$ cat config.mk
export PLATFORM = sky130hd
export DESIGN_NAME = muldiv_seq
export DESIGN_NICKNAME = d
export VERILOG_FILES = /design/src/rtl/muldiv_seq.sv
export SDC_FILE = /design/constraint.sdc
export NUM_CORES = 1
export LEC_CHECK = 0
export CAP_MARGIN = 20
export CORE_AREA = 5 5 177 179
export CTS_CLUSTER_SIZE = 14
export DETAILED_ROUTE_END_ITERATION = 10
export DIE_AREA = 0 0 182 184
export PLACE_DENSITY = 0.95
export SLEW_MARGIN = 20
export SYNTH_ARGS = -nofsm -noshare
export SYNTH_HDL_FRONTEND = slang
export SYNTH_SLANG_ARGS = --single-unit
$ cat constraint.sdc
create_clock -name clk -period 8 [get_ports clk]
set_input_delay 1.6 -clock clk [delete_from_list [all_inputs] [get_ports clk]]
set_output_delay 1.6 -clock clk [all_outputs]
set_load 0.05 [all_outputs]
$ cat src/rtl/muldiv_seq.sv
// rtl/muldiv_seq.sv - iterative RV32M multiply/divide unit
// Shift-add multiply and restoring divide on magnitudes, sign fixed up after the last iteration.
module muldiv_seq #(
    parameter int WIDTH = 32,
    parameter int CNT_W = $clog2(WIDTH) + 1
) (
    input  logic             clk,
    input  logic             rst_n,
    input  logic             in_valid,
    output logic             in_ready,
    input  logic [2:0]       op,
    input  logic [WIDTH-1:0] A,
    input  logic [WIDTH-1:0] B,
    input  logic             flush,
    output logic             out_valid,
    input  logic             out_ready,
    output logic [WIDTH-1:0] result
);

    localparam logic [2:0] OP_MUL    = 3'b000;
    localparam logic [2:0] OP_MULH   = 3'b001;
    localparam logic [2:0] OP_MULHSU = 3'b010;
    localparam logic [2:0] OP_MULHU  = 3'b011;
    localparam logic [2:0] OP_DIV    = 3'b100;
    localparam logic [2:0] OP_DIVU   = 3'b101;
    localparam logic [2:0] OP_REM    = 3'b110;
    localparam logic [2:0] OP_REMU   = 3'b111;

    localparam logic [WIDTH-1:0] MIN_NEG   = {1'b1, {(WIDTH-1){1'b0}}};
    localparam logic [WIDTH-1:0] ALL_ONES  = {WIDTH{1'b1}};
    localparam logic [CNT_W-1:0] LAST_ITER = CNT_W'(WIDTH - 1);

    typedef enum logic [1:0] {
        S_IDLE,
        S_CALC,
        S_FIX,
        S_DONE
    } state_t;

    state_t             state_q;
    logic [2:0]         op_q;
    logic               sign_a_q;
    logic               sign_b_q;
    logic [CNT_W-1:0]   cnt_q;
    logic [2*WIDTH-1:0] acc_q;
    logic [2*WIDTH-1:0] mcand_q;
    logic [WIDTH-1:0]   opb_q;
    logic [WIDTH-1:0]   result_q;
    logic               out_valid_q;

    logic               sign_a_d;
    logic               sign_b_d;
    logic [WIDTH-1:0]   a_mag_d;
    logic [WIDTH-1:0]   b_mag_d;
    logic               special_d;
    logic [WIDTH-1:0]   special_res_d;

    always_comb begin
        sign_a_d = A[WIDTH-1] & ((op == OP_MULH) || (op == OP_MULHSU) ||
                                 (op == OP_DIV)  || (op == OP_REM));
        sign_b_d = B[WIDTH-1] & ((op == OP_MULH) || (op == OP_DIV) || (op == OP_REM));
        a_mag_d  = sign_a_d ? -A : A;
        b_mag_d  = sign_b_d ? -B : B;
        special_d     = 1'b0;
        special_res_d = '0;
        // op[1] selects remainder, op[0] selects unsigned within the divide group
        if (op[2]) begin
            if (B == '0) begin
                special_d     = 1'b1;
                special_res_d = op[1] ? A : ALL_ONES;
            end else if (!op[0] && (A == MIN_NEG) && (B == ALL_ONES)) begin
                special_d     = 1'b1;
                special_res_d = op[1] ? '0 : A;
            end
        end
    end

    logic [WIDTH:0]     rem_shift;
    logic               borrow;
    logic [WIDTH-1:0]   diff;
    logic [2*WIDTH-1:0] step_acc_d;

    // For divide, acc_q holds {remainder, remaining dividend bits / quotient bits}
    always_comb begin
        rem_shift = acc_q[2*WIDTH-1:WIDTH-1];
        borrow    = rem_shift < {1'b0, opb_q};
        diff      = rem_shift[WIDTH-1:0] - opb_q;
        if (op_q[2]) begin
            if (!borrow) begin
                step_acc_d = {diff, acc_q[WIDTH-2:0], 1'b1};
            end else begin
                step_acc_d = {acc_q[2*WIDTH-2:0], 1'b0};
            end
        end else begin
            step_acc_d = opb_q[0] ? (acc_q + mcand_q) : acc_q;
        end
    end

    logic [2*WIDTH-1:0] prod_fixed;
    logic [WIDTH-1:0]   quo;
    logic [WIDTH-1:0]   rem;
    logic [WIDTH-1:0]   fix_res_d;

    always_comb begin
        prod_fixed = (sign_a_q ^ sign_b_q) ? -acc_q : acc_q;
        quo        = acc_q[WIDTH-1:0];
        rem        = acc_q[2*WIDTH-1:WIDTH];
        case (op_q)
            OP_MUL:                       fix_res_d = prod_fixed[WIDTH-1:0];
            OP_MULH, OP_MULHSU, OP_MULHU: fix_res_d = prod_fixed[2*WIDTH-1:WIDTH];
            OP_DIV, OP_DIVU:              fix_res_d = (sign_a_q ^ sign_b_q) ? -quo : quo;
            OP_REM, OP_REMU:              fix_res_d = sign_a_q ? -rem : rem;
            default:                      fix_res_d = '0;
        endcase
    end

    always_ff @(posedge clk or negedge rst_n) begin
        if (!rst_n) begin
            state_q     <= S_IDLE;
            op_q        <= OP_MUL;
            sign_a_q    <= 1'b0;
            sign_b_q    <= 1'b0;
            cnt_q       <= '0;
            acc_q       <= '0;
            mcand_q     <= '0;
            opb_q       <= '0;
            result_q    <= '0;
            out_valid_q <= 1'b0;
        end else if (flush) begin
            state_q     <= S_IDLE;
            cnt_q       <= '0;
            out_valid_q <= 1'b0;
        end else begin
            case (state_q)
                S_IDLE: begin
                    if (in_valid) begin
                        op_q     <= op;
                        sign_a_q <= sign_a_d;
                        sign_b_q <= sign_b_d;
                        cnt_q    <= '0;
                        acc_q    <= op[2] ? {{WIDTH{1'b0}}, a_mag_d} : '0;
                        mcand_q  <= {{WIDTH{1'b0}}, a_mag_d};
                        opb_q    <= b_mag_d;
                        if (special_d) begin
                            result_q    <= special_res_d;
                            out_valid_q <= 1'b1;
                            state_q     <= S_DONE;
                        end else begin
                            state_q <= S_CALC;
                        end
                    end
                end
                S_CALC: begin
                    acc_q   <= step_acc_d;
                    mcand_q <= {mcand_q[2*WIDTH-2:0], 1'b0};
                    opb_q   <= op_q[2] ? opb_q : {1'b0, opb_q[WIDTH-1:1]};
                    if (cnt_q == LAST_ITER) begin
                        cnt_q   <= '0;
                        state_q <= S_FIX;
                    end else begin
                        cnt_q <= cnt_q + CNT_W'(1);
                    end
                end
                S_FIX: begin
                    result_q    <= fix_res_d;
                    out_valid_q <= 1'b1;
                    state_q     <= S_DONE;
                end
                S_DONE: begin
                    if (out_ready) begin
                        out_valid_q <= 1'b0;
                        state_q     <= S_IDLE;
                    end
                end
                default: state_q <= S_IDLE;
            endcase
        end
    end

    assign in_ready  = (state_q == S_IDLE);
    assign out_valid = out_valid_q;
    assign result    = result_q;

endmodule

==> results.json <==
{
  "run_status": "complete, no violations",
  "fin_crit_ns": 5.17,
  "synth_area_um2": 19500,
  "post-cts-setup-buffers": 0,
  "cp_cell_sequence": "clkdlybuf4s50_1, or4_1, nor4_1, nand2b_1, nor4_2, and4_1, o21ai_1, o22ai_4, buf_4, nor2_1, a41oi_1",
  "multi_input_area_um2": 13400,
  "sequentialPowerShare_pct": 21.7,
  "drtPass1Iterations": 7,
  "clock_sinks": 206,
  "worst_setup_hold_path_clk_slew_ns": 0.06,
  "wl_mm": 69.6,
  "clk_path_buf_depth": 3,
  "slew_headroom_pct": 24.0,
  "hpwl_mm": 51.6,
  "worst_setup_path_end_kind": "flip-flop",
  "required_ns": 8.45,
  "drive_above_1_share_pct": 4.81,
  "die_area_um2": 33500,
  "gp_congestion": 1.01,
  "synthArstFlopShare_pct": 100,
  "ys.flop_type": "dfrtp_1",
  "cts_buffers": 25,
  "p_sw_mw": 4.93,
  "grt_pass1_wl_mm": 109,
  "setup_violations": 0,
  "synthCells": 2585,
  "syn_nets": 2764,
  "antenna_found_initial": 0,
  "grt_max_degree": 109,
  "ant_nets": 0,
  "setup.worst_path.class": "input pin to flip-flop",
  "hold_violations": 0,
  "yosys.area.top_type": "dfrtp_1",
  "wl_per_cell_um": 23.5,
  "num_rows": 63,
  "tns_ns": 0,
  "combPwrFrac_pct": 64.9,
  "ys_warn_count": 0,
  "final_common_cell": "nand2_1",
  "critPathArrivalTime_ns": 5.63,
  "nFillCells": 2261,
  "swShare_pct": 53.4,
  "ctsResizeCount": 0,
  "hp-class": "flip-flop to flip-flop",
  "die_w_um": 182,
  "io_buffers": 105,
  "fmax_mhz": 193,
  "slowest_delay_ns": 0.74,
  "cts_root_buf": "clkbuf_16",
  "rsz0062_at_grt": "false",
  "diodes": 0,
  "final_nets": 2738,
  "worstMarginPinSlew_ns": 1.14,
  "grt_use_total_pct": 40.3,
  "cp_slowest_cell": "o22ai_4",
  "synth_top_cell_area_share_pct": 26.4,
  "final.setup_skew_ns": 0.0225,
  "regArea_um2": 5160,
  "cellPowerDensity_nw_per_um2": 430,
  "cts_tree": "done",
  "layout.cells.non_filler": 2967,
  "via_per_inst": 6.98,
  "dpl_cell_area_um2": 20600,
  "drc_errors": 0,
  "numPlacedInstances": 2922,
  "seq_area_frac_synth_pct": 26.4,
  "fin_area_um2": 21400,
  "cp-start-kind": "input pin",
  "path_buf_inv": 2,
  "synth.avg_cell_area_um2": 7.55,
  "cp_max_fo": 38,
  "die_h_um": 184,
  "synth_area_leaders": "dfrtp_1 (26%), o21ai_0 (6.9%), ha_1 (6.7%)",
  "slew_viol_final": 0,
  "io_pins": 106,
  "h-tree-depth": 1,
  "max_cap_violations": 0,
  "core_um2": 29400,
  "ir_drop_v": 0.000235,
  "grt_pass1_vias": 19800,
  "ctsHoldBuffers": 0,
  "vias": 20700,
  "crit_family": "simple AND/OR/NAND/NOR gates",
  "final_cell_mix": "nand2_1 (288), o21ai_0 (268), nor2_1 (250)",
  "ys_ff_latch": 206,
  "fin_crit_sh_pct": 64.7,
  "synth_edf_count": 0,
  "synth_cell_type_count": 86,
  "clockPowerShare_pct": 13.4,
  "p_int_mw": 4.30,
  "area_delta_synth_final_pct": 9.84,
  "p_leak_nw": 9.20,
  "dr.first_iter.drc_count": 2530,
  "initial_core_util_pct": 66.4,
  "worst_skew_pair.late_latency_ns": 0.56,
  "grt-ovfl-total": 0
}
[power by group through the flow]
stage | Sequential [mW] | Combinational [mW] | Clock, mW
after CTS | 1.96 | 5.85 | 1.24
after floorplan | 1.98 | 4.13 | 0
after global routing | 2.03 | 6.48 | 1.29
after global placement | 1.96 | 5.70 | 0
final | 2.00 | 5.99 | 1.24
after detailed placement | 1.98 | 5.81 | 0
[final cells by class]
type                    count  area share (%)
well taps                 390            2.28
multi-input cells        2116            62.3
repair buffers            130            5.79
clock buffers              33            3.34
flip-flops and latches    206            24.0
inverters                  80            1.40
clock inverters            12           0.805
[sequential cells by signal, indices dropped and copies added, names as in the netlist]
register / count
acc_q: 64
cnt_q: 6
mcand_q: 64
op_q: 3
opb_q: 32
out_valid: 1
result: 32
sign_a_q: 1
sign_b_q: 1
state_q: 2
[synthesized netlist by cell type, types with 9 or more instances]
master	number
xor2_1	111
o211ai_1	20
a31oi_1	46
buf_1	10
and2_1	11
and3_1	15
o21ai_1	13
xnor2_1	110
o41ai_1	11
nor4_1	23
a211oi_1	18
a21o_1	64
nor2_1	251
a22oi_1	11
nand3_1	49
o22ai_1	27
mux2i_1	32
dfrtp_1	206
ha_1	105
a41oi_1	13
o31ai_1	29
or2_2	13
o21bai_1	12
clkbuf_1	156
nand2_1	288
a21oi_1	228
or4_1	16
nand4_1	49
nand2b_1	27
a221oi_1	17
or3_1	28
o221ai_1	9
nor3_1	40
o21ai_0	268
a22o_1	35
inv_1	80
[layer usage]
metal / global-route usage, % / wire length, um / vias to the layer above
met5: 0 / 0 / -
met4: 29.7 / 6350 / 0
met3: 6.75 / 6380 / 369
met2: 65.5 / 31600 / 1235
met1: 48.4 / 25300 / 9779
li1: - / - / 9337
[cell families after synthesis]
kind of cell	count (synthesis)	share of synthesized area, %
buffers and inverters	263	5.36
AOI/OAI and AO/OA	896	28.8
adders and majority gates	107	6.93
and+or+nand+nor	851	20.4
DFF	206	26.4
muxes	41	2.18
xor gates and xnor gates	221	9.91
[worst reg2reg max path, cell delays in order (launching register included)]
cell	delay, ns
dfrtp_1	0.41
inv_1	0.13
ha_4	0.77
mux2i_1	0.29
or2_2	0.35
buf_4	0.37
nor2_1	0.52
buf_4	0.34
nand2_1	0.39
or3_1	0.53
mux2i_1	0.12
nand2b_1	0.11
[path summary, 6_finish.rpt]
kind	endpoint	slack, ns	cells after the start	startpoint
worst max register to register	acc_q[61]	3.60	11	state_q[1]
worst min-delay path	mcand_q[29]	0.51	2	mcand_q[29]
max in group asynchronous	op_q[2]	5.57	2	rst_n
worst min register to register	mcand_q[29]	0.51	2	mcand_q[29]
min in group asynchronous	result[16]	1.06	1	rst_n
worst max-delay path	result[12]	2.83	11	A[13]
[per-stage QoR]
stage          utilization [%]  power [mW]  worst slack [ns]  hold WS, ns
2_1_floorplan                -        6.11              4.06        0.456
3_5_place_dp              69.9        7.79              2.41        0.494
5_1_grt                   72.9        9.80              2.55        0.529
6_report                  72.9        9.23              2.83        0.507
3_3_place_gp              69.9        7.67              2.64        0.482
4_1_cts                   72.9        9.05              2.93        0.507
Power figures use the tool's default switching activity.
